**config.mk**
```make
export PLATFORM = sky130hd
export DESIGN_NAME = stopwatch_ctrl
export DESIGN_NICKNAME = d
export VERILOG_FILES = /design/src/rtl/stopwatch_pkg.sv /design/src/rtl/stopwatch_ctrl_cnt60.sv /design/src/rtl/stopwatch_ctrl.sv
export SDC_FILE = /design/constraint.sdc
export NUM_CORES = 1
export LEC_CHECK = 0
export CORE_MARGIN = 2
export CORE_UTILIZATION = 40
export DETAILED_ROUTE_END_ITERATION = 10
export DONT_BUFFER_PORTS = 1
export GPL_TIMING_DRIVEN = 0
export PLACE_DENSITY = 0.51
export SYNTH_ARGS = -nofsm -noshare
export SYNTH_HDL_FRONTEND = slang
export SYNTH_SLANG_ARGS = --single-unit
export TNS_END_PERCENT = 100
```
**constraint.sdc**
```tcl
create_clock -name clk -period 5 [get_ports clk]
set_clock_uncertainty 0.15 [all_clocks]
set_input_delay 0.5 -clock clk [delete_from_list [all_inputs] [get_ports clk]]
set_output_delay 0.5 -clock clk [all_outputs]
set_load 0.05 [all_outputs]
```
**src/rtl/stopwatch_pkg.sv**
```systemverilog
// Shared definitions for the stopwatch controller.
//   state_e      : controller state encoding
//   CNT_W        : width of the seconds/minutes counters
//   SEC_MAX_DEF  : default terminal value of the seconds counter
//   MIN_MAX_DEF  : default terminal value of the minutes counter
package stopwatch_pkg;

  localparam int CNT_W       = 6;
  localparam int SEC_MAX_DEF = 59;
  localparam int MIN_MAX_DEF = 59;

  typedef enum logic [1:0] {
    IDLE  = 2'd0,
    RUN   = 2'd1,
    PAUSE = 2'd2,
    LAP   = 2'd3
  } state_e;

endpackage

```
**src/rtl/stopwatch_ctrl_cnt60.sv**
```systemverilog
// Mod-(MAX+1) up-counter with enable, synchronous clear and carry-out.
// Ports:
//   clk, rst_n : clock, async active-low reset
//   en         : count enable (one step per enabled cycle)
//   clr        : synchronous clear, overrides en
//   cnt_o      : current count, 0..MAX
//   carry_o    : high in the cycle the counter wraps from MAX to 0
module cnt60_en
  import stopwatch_pkg::*;
#(
  parameter int MAX = 59
) (
  input  logic             clk,
  input  logic             rst_n,
  input  logic             en,
  input  logic             clr,
  output logic [CNT_W-1:0] cnt_o,
  output logic             carry_o
);

  logic [CNT_W-1:0] cnt_q, cnt_d;
  logic             at_max;

  assign at_max  = (cnt_q == CNT_W'(MAX));
  // Carry is suppressed by clear so a clear never leaks into the next stage.
  assign carry_o = en & ~clr & at_max;
  assign cnt_o   = cnt_q;

  always_comb begin
    cnt_d = cnt_q;
    if (clr) begin
      cnt_d = '0;
    end else if (en) begin
      cnt_d = at_max ? '0 : cnt_q + CNT_W'(1);
    end
  end

  always_ff @(posedge clk or negedge rst_n) begin
    if (!rst_n) begin
      cnt_q <= '0;
    end else begin
      cnt_q <= cnt_d;
    end
  end

endmodule

```
**src/rtl/stopwatch_ctrl.sv**
```systemverilog
// Run/pause/lap/clear stopwatch controller with prescaler and mm:ss counters.
// Ports:
//   clk, rst_n       : clock, async active-low reset
//   num              : prescale divisor, tick period in clk cycles (0 acts as 1)
//   btn_run/lap/clr  : debounced button levels; rising edges are the commands
//   sec_out, min_out : displayed time (lap snapshot while in LAP)
//   tick_o           : one-cycle prescaler tick
//   running          : high in RUN or LAP
//   lap_active       : high in LAP
//   ovf              : one-cycle pulse on the 59:59 -> 00:00 wrap
//
// state | meaning
// IDLE  | cleared, not counting
// RUN   | counting, live display
// PAUSE | counting held, prescaler phase kept
// LAP   | counting, display frozen on snapshot
module stopwatch_ctrl
  import stopwatch_pkg::*;
#(
  parameter int NUM_W   = 32,
  parameter int SEC_MAX = SEC_MAX_DEF,
  parameter int MIN_MAX = MIN_MAX_DEF
) (
  input  logic             clk,
  input  logic             rst_n,
  input  logic [NUM_W-1:0] num,
  input  logic             btn_run,
  input  logic             btn_lap,
  input  logic             btn_clr,
  output logic [5:0]       sec_out,
  output logic [5:0]       min_out,
  output logic             tick_o,
  output logic             running,
  output logic             lap_active,
  output logic             ovf
);

  state_e             state_q, state_d;
  logic [NUM_W-1:0]   pcnt_q, pcnt_d;
  logic               tick_q, tick_d;
  logic               ovf_q, ovf_d;
  logic [2*CNT_W-1:0] snap_q, snap_d;
  logic               btn_run_q, btn_lap_q, btn_clr_q;

  logic               run_edge, lap_edge, clr_edge;
  logic               period_done;
  logic [CNT_W-1:0]   sec_cnt, min_cnt;
  logic               sec_carry, min_carry;

  assign run_edge = btn_run & ~btn_run_q;
  assign lap_edge = btn_lap & ~btn_lap_q;
  assign clr_edge = btn_clr & ~btn_clr_q;

  // num of 0 or 1 both mean "tick every cycle"; the first term also keeps
  // num-1 from underflowing.
  assign period_done = (num <= NUM_W'(1)) || (pcnt_q >= num - NUM_W'(1));

  cnt60_en #(.MAX(SEC_MAX)) u_sec (
    .clk     (clk),
    .rst_n   (rst_n),
    .en      (tick_q),
    .clr     (clr_edge),
    .cnt_o   (sec_cnt),
    .carry_o (sec_carry)
  );

  cnt60_en #(.MAX(MIN_MAX)) u_min (
    .clk     (clk),
    .rst_n   (rst_n),
    .en      (sec_carry),
    .clr     (clr_edge),
    .cnt_o   (min_cnt),
    .carry_o (min_carry)
  );

  always_comb begin
    state_d = state_q;
    pcnt_d  = pcnt_q;
    tick_d  = 1'b0;
    snap_d  = snap_q;
    ovf_d   = min_carry;

    if (state_q == RUN || state_q == LAP) begin
      if (period_done) begin
        pcnt_d = '0;
        tick_d = 1'b1;
      end else begin
        pcnt_d = pcnt_q + NUM_W'(1);
      end
    end

    if (clr_edge) begin
      state_d = IDLE;
      pcnt_d  = '0;
      tick_d  = 1'b0;
      snap_d  = '0;
    end else begin
      unique case (state_q)
        IDLE: begin
          if (run_edge) state_d = RUN;
        end
        RUN: begin
          if (run_edge) begin
            state_d = PAUSE;
          end else if (lap_edge) begin
            state_d = LAP;
            snap_d  = {min_cnt, sec_cnt};
          end
        end
        LAP: begin
          if (run_edge) begin
            state_d = PAUSE;
          end else if (lap_edge) begin
            state_d = RUN;
          end
        end
        PAUSE: begin
          if (run_edge) state_d = RUN;
        end
        default: state_d = IDLE;
      endcase
    end
  end

  always_ff @(posedge clk or negedge rst_n) begin
    if (!rst_n) begin
      state_q   <= IDLE;
      pcnt_q    <= '0;
      tick_q    <= 1'b0;
      ovf_q     <= 1'b0;
      snap_q    <= '0;
      btn_run_q <= 1'b0;
      btn_lap_q <= 1'b0;
      btn_clr_q <= 1'b0;
    end else begin
      state_q   <= state_d;
      pcnt_q    <= pcnt_d;
      tick_q    <= tick_d;
      ovf_q     <= ovf_d;
      snap_q    <= snap_d;
      btn_run_q <= btn_run;
      btn_lap_q <= btn_lap;
      btn_clr_q <= btn_clr;
    end
  end

  assign lap_active = (state_q == LAP);
  assign running    = (state_q == RUN) || (state_q == LAP);
  assign tick_o     = tick_q;
  assign ovf        = ovf_q;
  assign sec_out    = lap_active ? snap_q[CNT_W-1:0]       : sec_cnt;
  assign min_out    = lap_active ? snap_q[2*CNT_W-1:CNT_W] : min_cnt;

endmodule

```
==> impl_metrics.toml <==
[synthesis]
avgSynthCellArea_sq_um = 9.051
synth.area.mux_share_pct = 5.435
ys.flop_type = "dfrtp_1"
synthArstFlopShare_pct = 100.0
synth_warnings = 0
ys_ff_latch = 63
ys_seq_area_share_pct = 35.12
ys_types = 53
yosys.area_share.adder_pct = 10.31
syn_nets = 570
synth_top_family_by_area = "simple AND/OR/NAND/NOR gates"
synth_xor_area_share_pct = 11.51
synth-edff-count = 0
synth_area_sq_mm = 0.004489
synth_compound_area_share_pct = 8.863
synthCells = 496
synthSimpleGateAreaFrac_pct = 26.31

[layout]
antenna_cells = 0
drive_above_1_share_pct = 9.162
fin_cells = 653
layout_common_cells = "nor2_1, dfrtp_1, nand2_1"
syn2layout_area_growth_pct = 8.723
final_common_cell = "nor2_1"
fin_nets = 584
n_fill_cell = 1108

[cts]
root_buffer = "clkbuf_8"
htree_levels = 3
clk_pin_slew_ps = 70
cts_tree = "yes"
cts_max_path_buffers = 2
insertion_delay_ps = 340
clock-sinks = 63
cts_buffers = 9
postCtsSetupRepairBufs = 0

[drt]
drt_pass1_iterations = 4
ant_nets = 0
wl_microns = 10450
vias = 3527
wire_per_inst_microns = 16.00
post-route-drc-count = 0
via_per_inst = 5.401
first_iter_violations = 192

[power]
p_clk_share_pct = 35.2
net-switching-power_w = 0.0003426
leakage_nw = 2.141
p_sw_share_pct = 30.08
seqPwrFrac_pct = 49.2
ir_drop_uv = 133.9
internal_power_w = 0.0007962
p_per_area_mw_per_mm2 = 233.3
p_comb_share_pct = 15.6

[worst_setup_path]
critPathArrivalTime_ps = 4230
cp-end-kind = "flip-flop"
crit_family = "simple AND/OR/NAND/NOR gates"
cpPeakStageDelay_ps = 550
startpoint = "num[1]"
crit_chain = "nor3_1, nor3b_2, nand3_1, or4_1, nor3_1, xnor2_1, ha_1, nand4_1, or4_1, o32ai_1, o211ai_1, o211ai_4, buf_6, nor2_1"
reg2reg_to = "pcnt_q[12]$_DFFE_PN0P_"
rrSetupSlack_ps = 2160
path_buf_inv = 1
cp.required_ps = 5080
reg2reg_depth = 8
worstSetupStartpointType = "input port"
cp_max_fo = 10
critPathKind = "input port to flip-flop"
timing.rr.start = "pcnt_q[15]$_DFFE_PN0P_"
slowest_stage = "or4_1"

[placement]
gp_congestion = 0.8359
dp_hpwl_microns = 7958
io_buffers = 0
dp_cells = 637

[status]
status = "completed"

[timing]
max_freq_mhz = 240.8
period_needed_ps = 4152
finalSetupViolCount = 0
maxSlewViolCount = 0
slew_headroom_pct = 35.60
tightest_slew_ps = 957.1
final-hold-violation-count = 0
rsz0062_at_grt = "no"
setup-tns-final_ps = 0
fin_crit_sh_pct = 83.05

[floorplan]
start_util_pct = 41.23
fp.coreArea_sq_mm = 0.01089
die_area_sq_mm = 0.01209
num_rows = 38
ios = 53
die_y_microns = 109.9
fp.dieW_microns = 109.9

[global_route]
antenna_found_initial = 0
met2_usage_pct = 30.28
grtUsageTotal_pct = 18.63
grt_max_degree = 64
grt_use_met3_pct = 2.845
grt_pass1_vias = 3567
grt_overflow_total = 0
grt_util_met1_pct = 25.65
grt_pass1_wl_microns = 17460
top_usage_layer = "met2"

[worst_hold_path]
min_from = "btn_run"
hold_depth = 0
hold_path_end = "btn_run_q$_DFF_PN0_"
hold_path_class = "input port to flip-flop"

[job]
maxCapViolations = 0
==> per-layer routing <==
metal  part of all wire, %  wire, microns
met5                     0              0
met4                   1.1            115
met3                   3.5            370
met2                    46           4805
met1                    49           5155
==> metrics by stage <==
stage / setup WS (ps) / hold WS [ps] / utilization, % / cell area (sq um) / total power (W)
2_1_floorplan: 1118 / 54.41 / - / 4489 / 0.0006879
3_3_place_gp: 510.8 / 56.18 / 42.84 / 4664 / 0.0007305
3_5_place_dp: 478.3 / 56.20 / 42.91 / 4672 / 0.0007350
4_1_cts: 818.2 / 23.98 / 44.83 / 4881 / 0.001151
5_1_grt: 433.9 / 18.00 / 44.83 / 4881 / 0.001198
6_report: 847.7 / 33.22 / 44.83 / 4881 / 0.001139
==> area by class of cell <==
cell class	instances	area (sq um)	area share (%)
Sequential cell	63	1577	32.30
Tap cell	140	175.2	3.589
Inverter	14	52.55	1.077
Multi-Input combinational cell	408	2803	57.42
Clock buffer	11	151.4	3.102
Clock inverter	3	20.02	0.4102
Timing Repair Buffer	3	45.04	0.9228
Buffer	11	57.56	1.179
==> Yosys cell counts (3+ instances only) <==
master	number	area [sq um]
nor2_1	73	274.0
dfrtp_1	63	1577
nand2_1	44	165.2
ha_1	37	462.9
xnor2_1	33	289.0
nand3_1	27	135.1
xor2_1	26	227.7
o21ai_0	21	105.1
nand4_1	18	112.6
a21oi_1	15	75.07
inv_1	14	52.55
mux2i_1	12	120.1
mux2_2	11	123.9
nor3_1	11	55.05
and3_1	6	37.54
clkbuf_1	6	22.52
nand2b_1	6	37.54
nor4_1	6	37.54
nor2b_1	5	31.28
or4_1	5	37.54
a211oi_1	4	30.03
and4_1	4	35.03
o31ai_1	4	30.03
or3_1	4	25.02
nor4_4	3	63.81
o211ai_1	3	22.52
o21a_1	3	22.52
or2_2	3	18.77
==> power by group through the flow <==
stage / logic, W / registers, W / clock network (W)
floorplan: 0.000133 / 0.000555 / 0
global placement: 0.000161 / 0.000570 / 0
detailed placement: 0.000166 / 0.000569 / 0
CTS: 0.000181 / 0.000560 / 0.000409
global route: 0.000204 / 0.000564 / 0.000431
finish: 0.000177 / 0.000561 / 0.000401
==> cell families after synthesis <==
logic type               Yosys count
XOR/XNOR                          59
AND/OR/NAND/NOR                  227
multiplexers                      23
flip-flops                        63
AO/OA/AOI/OAI                     62
buffers and inverters             25
adder cells (fa/ha/maj)           37
==> flip-flops by register name, indices dropped and copies added (netlist names) <==
name and count:
u_min.cnt_o 6, state_q 2, btn_lap_q 1, tick_o 1, snap_q 12, ovf 1
btn_run_q 1, u_sec.cnt_o 6, btn_clr_q 1, pcnt_q 32
==> what timing repair did <==
item / in CTS / in global routing
hold endpoints to repair: 63 / 0
hold buffers: 2 / 0
resized for setup: 0 / 0
==> how the worst max path moves through the flow <==
stage	endpoint	cells after the start
after detailed placement	pcnt_q[27]$_DFFE_PN0P_	14
after global routing	pcnt_q[12]$_DFFE_PN0P_	14
final	pcnt_q[12]$_DFFE_PN0P_	14
after CTS	pcnt_q[12]$_DFFE_PN0P_	14
after floorplan	pcnt_q[10]$_DFFE_PN0P_	14
after global placement	pcnt_q[7]$_DFFE_PN0P_	14
No activity file was read; power rests on OpenSTA's default activity.
